## config.mk

```make
export PLATFORM = sky130hd
export DESIGN_NAME = ps2_mouse_cursor_ctrl
export DESIGN_NICKNAME = d
export VERILOG_FILES = /design/src/rtl/ps2_mouse_pkg.sv /design/src/rtl/ps2_axis_clamp.sv /design/src/rtl/ps2_mouse_cursor_ctrl.sv
export SDC_FILE = /design/constraint.sdc
export NUM_CORES = 1
export LEC_CHECK = 0
export BUFFER_PORTS_ARGS = -buffer_cell sky130_fd_sc_hd__buf_2
export CAP_MARGIN = 30
export CORE_ASPECT_RATIO = 1.5
export CORE_UTILIZATION = 57
export DETAILED_ROUTE_END_ITERATION = 8
export PLACE_DENSITY_LB_ADDON = 0.1
export SYNTH_ARGS = -nofsm -noshare
export SYNTH_HDL_FRONTEND = slang
export SYNTH_SLANG_ARGS = --single-unit
```

## constraint.sdc

```tcl
create_clock -name clk -period 3.49 [get_ports clk]
set_input_delay 0.698 -clock clk [delete_from_list [all_inputs] [get_ports clk]]
set_output_delay 0.698 -clock clk [all_outputs]
set_load 0.05 [all_outputs]
```

## src/rtl/ps2_mouse_pkg.sv

```systemverilog
// Shared types and constants for the PS/2 mouse cursor controller.
package ps2_mouse_pkg;

    localparam int unsigned INC_W            = 9;
    localparam int unsigned RETRY_W          = 2;
    localparam int unsigned DEF_POS_W        = 11;
    localparam int unsigned DEF_X_MAX        = 639;
    localparam int unsigned DEF_Y_MAX        = 479;
    localparam int unsigned DEF_RESET_CYCLES = 64;
    localparam int unsigned DEF_MAX_RETRY    = 3;

    typedef enum logic [2:0] {
        ST_INIT   = 3'd0,
        ST_IDLE   = 3'd1,
        ST_ACK    = 3'd2,
        ST_UPDATE = 3'd3,
        ST_RETRY  = 3'd4,
        ST_FAULT  = 3'd5
    } state_t;

    // One movement packet as presented by ps2_mouse_interface.
    typedef struct packed {
        logic             left;
        logic             right;
        logic [INC_W-1:0] dx;
        logic [INC_W-1:0] dy;
    } ps2_pkt_t;

endpackage

```

## src/rtl/ps2_axis_clamp.sv

```systemverilog
// Saturating add of a signed 9-bit increment to an unsigned coordinate,
// result clamped to [0, MAX]. INVERT=1 subtracts the increment instead.
// Ports:
//   value    in  POS_W  current coordinate (unsigned)
//   inc      in  INC_W  two's complement increment
//   result_c out POS_W  clamped new coordinate (combinational)
module ps2_axis_clamp
    import ps2_mouse_pkg::*;
#(
    parameter int unsigned POS_W  = DEF_POS_W,
    parameter int unsigned MAX    = DEF_X_MAX,
    parameter bit          INVERT = 1'b0
) (
    input  logic [POS_W-1:0] value,
    input  logic [INC_W-1:0] inc,
    output logic [POS_W-1:0] result_c
);

    // Two guard bits: one for sign, one for overflow above 2^POS_W.
    localparam int unsigned SUM_W = POS_W + 2;

    logic signed [SUM_W-1:0] base_s;
    logic signed [SUM_W-1:0] inc_s;
    logic signed [SUM_W-1:0] sum;

    always_comb begin
        base_s = {2'b00, value};
        inc_s  = {{(SUM_W-INC_W){inc[INC_W-1]}}, inc};
        sum    = INVERT ? (base_s - inc_s) : (base_s + inc_s);
        if (sum[SUM_W-1]) begin
            result_c = '0;
        end else if (sum[SUM_W-2:0] > (SUM_W-1)'(MAX)) begin
            result_c = POS_W'(MAX);
        end else begin
            result_c = sum[POS_W-1:0];
        end
    end

endmodule

```

## src/rtl/ps2_mouse_cursor_ctrl.sv

```systemverilog
// Sequencer for ps2_mouse_interface: holds the interface in reset after
// power-up, drains packets via data_ready/read, re-resets the interface on
// error_no_ack (bounded retries, then sticky fault), and integrates packet
// increments into a clamped screen cursor.
// Ports:
//   clk, reset (async active-low)
//   iface_reset  out  synchronous reset to the interface
//   data_ready / read   packet handshake (read is a one-cycle pulse)
//   left_button_i, right_button_i, x_increment, y_increment  packet payload
//   error_no_ack in   interface failed to get an ack from the mouse
//   recenter     in   move cursor to (X_MAX/2, Y_MAX/2)
//   pos_x, pos_y, left, right  cursor and buttons of last accepted packet
//   pos_valid    out  one-cycle strobe for a packet-driven update
//   fault        out  sticky, retries exhausted
//   retry_count  out  interface resets since last good packet
module ps2_mouse_cursor_ctrl
    import ps2_mouse_pkg::*;
#(
    parameter int unsigned POS_W        = DEF_POS_W,
    parameter int unsigned X_MAX        = DEF_X_MAX,
    parameter int unsigned Y_MAX        = DEF_Y_MAX,
    parameter int unsigned RESET_CYCLES = DEF_RESET_CYCLES,
    parameter int unsigned MAX_RETRY    = DEF_MAX_RETRY
) (
    input  logic               clk,
    input  logic               reset,
    output logic               iface_reset,
    input  logic               data_ready,
    output logic               read,
    input  logic               left_button_i,
    input  logic               right_button_i,
    input  logic [INC_W-1:0]   x_increment,
    input  logic [INC_W-1:0]   y_increment,
    input  logic               error_no_ack,
    input  logic               recenter,
    output logic [POS_W-1:0]   pos_x,
    output logic [POS_W-1:0]   pos_y,
    output logic               left,
    output logic               right,
    output logic               pos_valid,
    output logic               fault,
    output logic [RETRY_W-1:0] retry_count
);

    localparam int unsigned CNT_W = (RESET_CYCLES > 1) ? $clog2(RESET_CYCLES) : 1;
    localparam logic [CNT_W-1:0] CNT_LAST = CNT_W'(RESET_CYCLES - 1);
    localparam logic [POS_W-1:0] X_CTR    = POS_W'(X_MAX / 2);
    localparam logic [POS_W-1:0] Y_CTR    = POS_W'(Y_MAX / 2);

    state_t               state, state_d;
    logic [CNT_W-1:0]     cnt, cnt_d;
    ps2_pkt_t             pkt_c;
    logic [POS_W-1:0]     nx_c, ny_c;

    logic                 iface_reset_d, read_d, pos_valid_d, fault_d;
    logic                 left_d, right_d;
    logic [POS_W-1:0]     pos_x_d, pos_y_d;
    logic [RETRY_W-1:0]   retry_count_d;

    assign pkt_c = {left_button_i, right_button_i, x_increment, y_increment};

    // X moves with dX; Y is screen-down so the upward dY is subtracted.
    ps2_axis_clamp #(.POS_W(POS_W), .MAX(X_MAX), .INVERT(1'b0)) u_clamp_x (
        .value    (pos_x),
        .inc      (pkt_c.dx),
        .result_c (nx_c)
    );

    ps2_axis_clamp #(.POS_W(POS_W), .MAX(Y_MAX), .INVERT(1'b1)) u_clamp_y (
        .value    (pos_y),
        .inc      (pkt_c.dy),
        .result_c (ny_c)
    );

    // State and registered outputs.
    always_ff @(posedge clk or negedge reset) begin
        if (!reset) begin
            state       <= ST_INIT;
            cnt         <= '0;
            iface_reset <= 1'b1;
            read        <= 1'b0;
            pos_x       <= X_CTR;
            pos_y       <= Y_CTR;
            left        <= 1'b0;
            right       <= 1'b0;
            pos_valid   <= 1'b0;
            fault       <= 1'b0;
            retry_count <= '0;
        end else begin
            state       <= state_d;
            cnt         <= cnt_d;
            iface_reset <= iface_reset_d;
            read        <= read_d;
            pos_x       <= pos_x_d;
            pos_y       <= pos_y_d;
            left        <= left_d;
            right       <= right_d;
            pos_valid   <= pos_valid_d;
            fault       <= fault_d;
            retry_count <= retry_count_d;
        end
    end

    // Next state and next output values. The packet is folded into the
    // cursor on the edge leaving ACK, so pos_valid and the new position
    // appear together in the UPDATE cycle.
    always_comb begin
        state_d       = state;
        cnt_d         = cnt;
        pos_x_d       = pos_x;
        pos_y_d       = pos_y;
        left_d        = left;
        right_d       = right;
        retry_count_d = retry_count;

        unique case (state)
            ST_INIT, ST_RETRY: begin
                if (cnt == CNT_LAST) begin
                    state_d = ST_IDLE;
                    cnt_d   = '0;
                end else begin
                    cnt_d = cnt + CNT_W'(1);
                end
            end
            ST_IDLE: begin
                if (error_no_ack) begin
                    if (retry_count < RETRY_W'(MAX_RETRY)) begin
                        state_d       = ST_RETRY;
                        cnt_d         = '0;
                        retry_count_d = retry_count + RETRY_W'(1);
                    end else begin
                        state_d = ST_FAULT;
                    end
                end else if (data_ready) begin
                    state_d = ST_ACK;
                end
            end
            ST_ACK: begin
                state_d       = ST_UPDATE;
                pos_x_d       = nx_c;
                pos_y_d       = ny_c;
                left_d        = pkt_c.left;
                right_d       = pkt_c.right;
                retry_count_d = '0;
            end
            ST_UPDATE: begin
                state_d = ST_IDLE;
            end
            ST_FAULT: begin
                state_d = ST_FAULT;
            end
            default: begin
                state_d = ST_INIT;
                cnt_d   = '0;
            end
        endcase

        // Recenter overrides any packet landing on the same edge.
        if (recenter && (state != ST_FAULT)) begin
            pos_x_d = X_CTR;
            pos_y_d = Y_CTR;
        end

        iface_reset_d = (state_d == ST_INIT) || (state_d == ST_RETRY) || (state_d == ST_FAULT);
        read_d        = (state_d == ST_ACK);
        pos_valid_d   = (state_d == ST_UPDATE);
        fault_d       = (state_d == ST_FAULT);
    end

endmodule

```

# Yosys cells after proc, flatten, opt, wreduce, memory -nomap -nowiden
# Index checks and enable logic that the tools add are counted.
# classes
addsub	4
mul	0
n_div	0
order_cmp	3
n_eq_ne	13
n_shift	0
n_mux	20
bitwise_logic	1
reduce_logical	11
# ops
operator	n
11-bit two-way mux	8
6-bit two-way mux	3
6-bit one-hot mux with 3 select lines	1
3-bit one-hot mux with 5 select lines	1
12-bit by 9-bit adder with 13-bit output	1
12-bit by 9-bit subtractor with 13-bit output	1
3-bit by 2-bit == test with 1-bit output, second input constant	4
3-bit == test, second input constant	4
12-bit by 10-bit greater-than comparator with 1-bit output, second input constant	1
12-bit by 9-bit greater-than comparator with 1-bit output, second input constant	1
3-bit two-way mux	3
6-bit by 1-bit adder with 6-bit output, second input constant	1
6-bit == test, second input constant	1
3-bit logical NOT	2
3-bit AND reduction	2
2-bit two-way mux	2
2-bit != test, second input constant	2
2-bit one-hot mux with 2 select lines	1
2-bit nonzero test	2
3-bit by 1-bit == test with 1-bit output, second input constant	1
3-bit != test, second input constant	1
3-bit OR reduction	1
2-bit by 1-bit adder with 2-bit output, second input constant	1
1-bit logical OR	2
5 further kinds	5
# totals
register_bits	39
latch_bits	0
ram_bits	0
romBits	0
n_memories	0

# Longest topological paths before layout
# logic_depth
ltp_word	7
mapped_depth	12
ltp_nobuf	12

# Cells and area by module
# A second synthesis with hierarchy kept.
# unflattened
hier_cells	367
hier_area_um2	3095.5
# modules_own_cells
mod	instances	cells_per_inst	area_each_um2	seq_area_each_um2
ps2_mouse_cursor_ctrl	1	179	1699.1	994.7
ps2_axis_clamp at u_clamp_y	1	98	749.5	0.0
ps2_axis_clamp at u_clamp_x	1	90	646.9	0.0

# Worst setup path after synthesis
# No wires, ideal clock.
# synth_path
path_type	register to register
start	register pos_x[0]
end	register pos_x[7]
setup_ns	0.104
arrival_time_ns	2.727
t_required_ns	3.386
setup_slack_ns	0.659
path_stages_with_launch	12
cell_sequence	dfstp_2 -> ha_1 -> inv_1 -> fa_1 -> nor2b_1 -> o21bai_1 -> a21oi_1 -> nor2_1 -> and4bb_1 -> a221oi_4 -> nand4b_4 -> o41ai_2
# synth_via
elab_chain_len	6
# synth_lines
element	line	rtl
start: declaration	ps2_mouse_cursor_ctrl.sv:36	output logic [POS_W-1:0] pos_x,
start signal: assignment	ps2_mouse_cursor_ctrl.sv:94	pos_x <= pos_x_d;
12-bit by 9-bit adder with 13-bit output (*)	ps2_axis_clamp.sv:29	sum = INVERT ? (base_s - inc_s) : (base_s + inc_s);
12-bit by 10-bit greater-than comparator with 1-bit output	ps2_axis_clamp.sv:32	end else if (sum[SUM_W-2:0] > (SUM_W-1)'(MAX)) begin
11-bit two-way mux	ps2_axis_clamp.sv:32	
11-bit two-way mux (*)	ps2_axis_clamp.sv:30	if (sum[SUM_W-1]) begin
11-bit two-way mux (*)	ps2_mouse_cursor_ctrl.sv:116	unique case (state)
11-bit two-way mux (*)	ps2_mouse_cursor_ctrl.sv:159	if (recenter && (state != ST_FAULT)) begin
# Every way passes the cells marked *; elsewhere a longest branch is shown, timed or not. The select of a mux whose other input is x is not followed.
# A chain may end at the register's enable or synchronous reset.

# Worst setup path after layout
# layout_path
start	input port y_increment[8]
end	register pos_y[0]
# layout_via
elab_chain_len	6
# layout_lines
element	line	rtl
start: declaration	ps2_mouse_cursor_ctrl.sv:33	input logic [INC_W-1:0] y_increment,
12-bit by 9-bit subtractor with 13-bit output (*)	ps2_axis_clamp.sv:29	
12-bit by 9-bit greater-than comparator with 1-bit output	ps2_axis_clamp.sv:32	
11-bit two-way mux	ps2_axis_clamp.sv:32	
11-bit two-way mux (*)	ps2_axis_clamp.sv:30	
11-bit two-way mux (*)	ps2_mouse_cursor_ctrl.sv:116	
11-bit two-way mux (*)	ps2_mouse_cursor_ctrl.sv:159	
end signal: assignment	ps2_mouse_cursor_ctrl.sv:95	pos_y <= pos_y_d;
end: declaration	ps2_mouse_cursor_ctrl.sv:37	output logic [POS_W-1:0] pos_y,
# Marks and branches as above.

==> impl_metrics.toml <==
[place]
placed_cell_area_mm2 = 0.003372
dp.final_hpwl_um = 5805
globalplace.congestion = 0.8461
buffer_ports.inserted = 54

[clock_tree]
cts.hold.buffers_added = 0
clock_latency_ns = 0.30
cts_root_buffer = "sky130_fd_sc_hd__clkbuf_8"
htreeDepth = 2
postCtsSetupBuffers = 0
path_clk_slew_ns = 0.07
cts.sinks = 39
cts_tree = "done"
cts_repair_resize_count = 0
numCtsBuffers = 5
cts_max_path_buffers = 2

[flow_run]
drv_cap = 0

[power_and_ir_drop]
total_power_mw = 1.349
leakage_nw = 1.724
p_per_area_mw_per_mm2 = 387.1
ir_worst_vdd_uv = 317.9

[drt]
initialDrtViolationCount = 124
route.antenna.remaining_nets = 0
detail_route.wirelength_um = 7438
drt_pass1_iterations = 4
detail_route.drc_violations = 0
vias = 2832
drt-wirelength-per-cell_um = 15.76
vias_per_cell = 6.000

[synthesis]
yosysUniqueCellTypes = 62
synth_seq_cells = 39
postSynth.asyncResetShare = 1.000
ys_seq_area_frac = 0.3282
synth_ff_type = "sky130_fd_sc_hd__dfrtp_1"
synth.yosys.warnings = 0
cell_count_after_synthesis = 348
postSynthNetCount = 401
synth_enable_flop_cells = 0
netlist_area_mm2 = 0.003030
synthesis.area_per_instance_um2 = 8.708

[sta]
finalSetupTns_ns = 0
rsz0062_at_grt = "false"
drv_slew = 0
setup_violations = 0
timing_hold_violations_final = 0
worst_slew_pin_slew_ns = 0.8511
final.setup_skew_ns = 0.009723
clock.fmax_mhz = 343.3
maxSlewHeadroom = 0.4326
finalCriticalPeriod_ns = 2.913
part_of_the_cycle_the_worst_path_needs = 0.8347

[floorplan]
floorplan.io_pins = 55
area_of_the_die_mm2 = 0.005618
fp.dieW_um = 61.54
die_y_um = 91.30
core_region_area_mm2 = 0.005125
initial_utilization = 0.5913
rows = 32

[grt]
grt_overflow = 0
global_route.usage.met2 = 0.4964
number_of_antenna_violations_at_the_first_check_in_global_routing = 0
grt_use_met3 = 0.06125
grt_pass1_vias = 2791
use_met1 = 0.3138
grt_util_all_layers = 0.2879
grt_first_pass_wirelength_um = 12160
gr-max-usage-layer = "met2"
grt_max_degree = 40

[worst_setup_path]
cp.required_ns = 3.70
critical_path.n_buffers_inverters = 2
endpoint_kind = "register"
cell_breakdown_of_the_critical_path = "buf_2 > inv_1 > ha_1 > a21oi_1 > o21ai_0 > a2111o_1 > o211ai_1 > nand4_1 > a41oi_1 > nand2b_1 > o2111ai_1"
worstPathMaxFanout = 7
crit_arrival_ns = 3.12
cell_family_with_the_largest_share_of_critical_path_delay = "compound AO/OA/AOI/OAI gates"
critical_path_class = "input pin to register"
critPathMaxStageDelay_ns = 0.44
start_kind = "input pin"
crit_slowest_cell = "sky130_fd_sc_hd__a2111o_1"

[worst_hold_path]
hold_path_class = "register to register"

[finish]
final.fill_count = 472
stdcell_area_mm2 = 0.003485
design.final.nets = 456
post_route_cells_drive_above_1_share = 0.2203
syn2layout_area_growth_pct = 14.99
layout.core_utilization = 0.6799
antenna-diode-count = 0

[run_status]
status = "finished clean"
-- synth_stat cells, types with 2 or more instances --
| cell type | instances | area [µm²] |
|---|---|---|
| sky130_fd_sc_hd__or4_1 | 3 | 22.52 |
| sky130_fd_sc_hd__clkbuf_1 | 6 | 22.52 |
| sky130_fd_sc_hd__and2_1 | 8 | 50.05 |
| sky130_fd_sc_hd__nand3_1 | 9 | 45.04 |
| sky130_fd_sc_hd__ha_1 | 26 | 325.3 |
| sky130_fd_sc_hd__o21ai_0 | 24 | 120.1 |
| sky130_fd_sc_hd__nor2b_1 | 3 | 18.77 |
| sky130_fd_sc_hd__nand2_1 | 43 | 161.4 |
| sky130_fd_sc_hd__nand2b_1 | 5 | 31.28 |
| sky130_fd_sc_hd__nor2_1 | 26 | 97.59 |
| sky130_fd_sc_hd__dfrtp_1 | 24 | 600.6 |
| sky130_fd_sc_hd__o211ai_1 | 3 | 22.52 |
| sky130_fd_sc_hd__o211a_1 | 3 | 30.03 |
| sky130_fd_sc_hd__a22o_1 | 2 | 17.52 |
| sky130_fd_sc_hd__xnor2_1 | 12 | 105.1 |
| sky130_fd_sc_hd__a21oi_1 | 19 | 95.09 |
| sky130_fd_sc_hd__o21bai_1 | 3 | 22.52 |
| sky130_fd_sc_hd__and4_1 | 2 | 17.52 |
| sky130_fd_sc_hd__a2111o_1 | 2 | 22.52 |
| sky130_fd_sc_hd__xor2_1 | 6 | 52.55 |
| sky130_fd_sc_hd__o21a_1 | 3 | 22.52 |
| sky130_fd_sc_hd__o31ai_1 | 2 | 15.01 |
| sky130_fd_sc_hd__o22ai_1 | 2 | 12.51 |
| sky130_fd_sc_hd__o21bai_2 | 2 | 22.52 |
| sky130_fd_sc_hd__nor3_1 | 5 | 25.02 |
| sky130_fd_sc_hd__nand4_1 | 6 | 37.54 |
| sky130_fd_sc_hd__a31o_2 | 2 | 17.52 |
| sky130_fd_sc_hd__nor3b_1 | 3 | 22.52 |
| sky130_fd_sc_hd__a211oi_1 | 2 | 15.01 |
| sky130_fd_sc_hd__inv_1 | 26 | 97.59 |
| sky130_fd_sc_hd__a31oi_1 | 5 | 31.28 |
| sky130_fd_sc_hd__mux2i_1 | 2 | 20.02 |
| sky130_fd_sc_hd__dfstp_2 | 15 | 394.1 |
| sky130_fd_sc_hd__o2111ai_1 | 7 | 61.31 |
| sky130_fd_sc_hd__and3_1 | 2 | 12.51 |
| sky130_fd_sc_hd__a211o_1 | 3 | 26.28 |
| sky130_fd_sc_hd__fa_1 | 2 | 40.04 |
| sky130_fd_sc_hd__a21o_1 | 5 | 37.54 |
| sky130_fd_sc_hd__buf_2 | 2 | 10.01 |
-- final cells by class --
type / instances / area (µm²) / area share
Multi-Input combinational cell: 273 / 1898 / 0.5447
Clock buffer: 5 / 68.82 / 0.01975
Timing Repair Buffer: 57 / 292.8 / 0.08402
Tap cell: 68 / 85.08 / 0.02442
Inverter: 27 / 101.3 / 0.02908
Sequential cell: 39 / 994.7 / 0.2855
Clock inverter: 3 / 43.79 / 0.01257
-- logic make-up after synthesis --
group,after synthesis,synth area share
AOI/OAI and AO/OA,103,0.2444
xor gates and xnor gates,18,0.05202
adders and majority gates,28,0.1206
buffers and inverters,36,0.04541
DFF,39,0.3282
muxes,2,0.006606
and+or+nand+nor,122,0.2027
-- cells in the final DEF, fill, tap and decap left out, drive strengths merged, types with 6 or more instances in the layout --
cell type | synthesis | routed
nand2 | 43 | 43
nor2 | 26 | 26
o21ai | 24 | 24
buf | 3 | 57
nand3 | 9 | 9
nand4 | 6 | 6
xor2 | 6 | 6
xnor2 | 12 | 12
and2 | 8 | 8
inv | 26 | 26
dfrtp | 24 | 24
ha | 26 | 26
o2111ai | 7 | 7
dfstp | 15 | 15
a21oi | 20 | 20
-- registers in the layout, indices dropped and copies added, names as in the netlist --
register,cells
cnt,6
fault,1
iface_reset,1
left,1
pos_valid,1
pos_x,11
pos_y,11
read,1
retry_count,2
right,1
state,3
-- worst paths after layout --
path / slack [ns] / end / depth (start not counted) / startpoint
max: 0.58 / pos_y[0] / 11 / y_increment[8]
min: 0.48 / right / 2 / right
max reg2reg: 0.58 / pos_x[7] / 11 / pos_x[0]
min reg2reg: 0.48 / right / 2 / right
max in group asynchronous: 2.44 / pos_x[6] / 1 / reset
min in group asynchronous: 0.50 / pos_valid / 1 / reset
-- tightest hold or removal path: stages, from the launching register on --
cell                      delay [ns]
sky130_fd_sc_hd__dfrtp_1        0.35
sky130_fd_sc_hd__nand2_1        0.05
sky130_fd_sc_hd__nand2_1        0.05
-- layer usage --
| metal | part of all wire | vias up |
|---|---|---|
| met5 | 0 | - |
| met4 | 0.033 | 0 |
| met2 | 0.53 | 77 |
| met1 | 0.41 | 1349 |
| met3 | 0.032 | 25 |
| li1 | - | 1381 |
-- metrics by stage --
step           std cells  hold WS (ns)  setup WS (ns)
2_1_floorplan        348        0.4024         0.6595
3_3_place_gp         464        0.4542         0.3483
3_5_place_dp         464        0.4614         0.2874
4_1_cts              472        0.4796         0.5914
5_1_grt              472        0.5053         0.3514
6_report             472        0.4793         0.5770
-- where the power goes --
group          internal [mW]  switching [mW]
Clock                  0.213           0.164
Combinational          0.158           0.267
Sequential             0.500          0.0479
(Power assumes the default switching activity.)
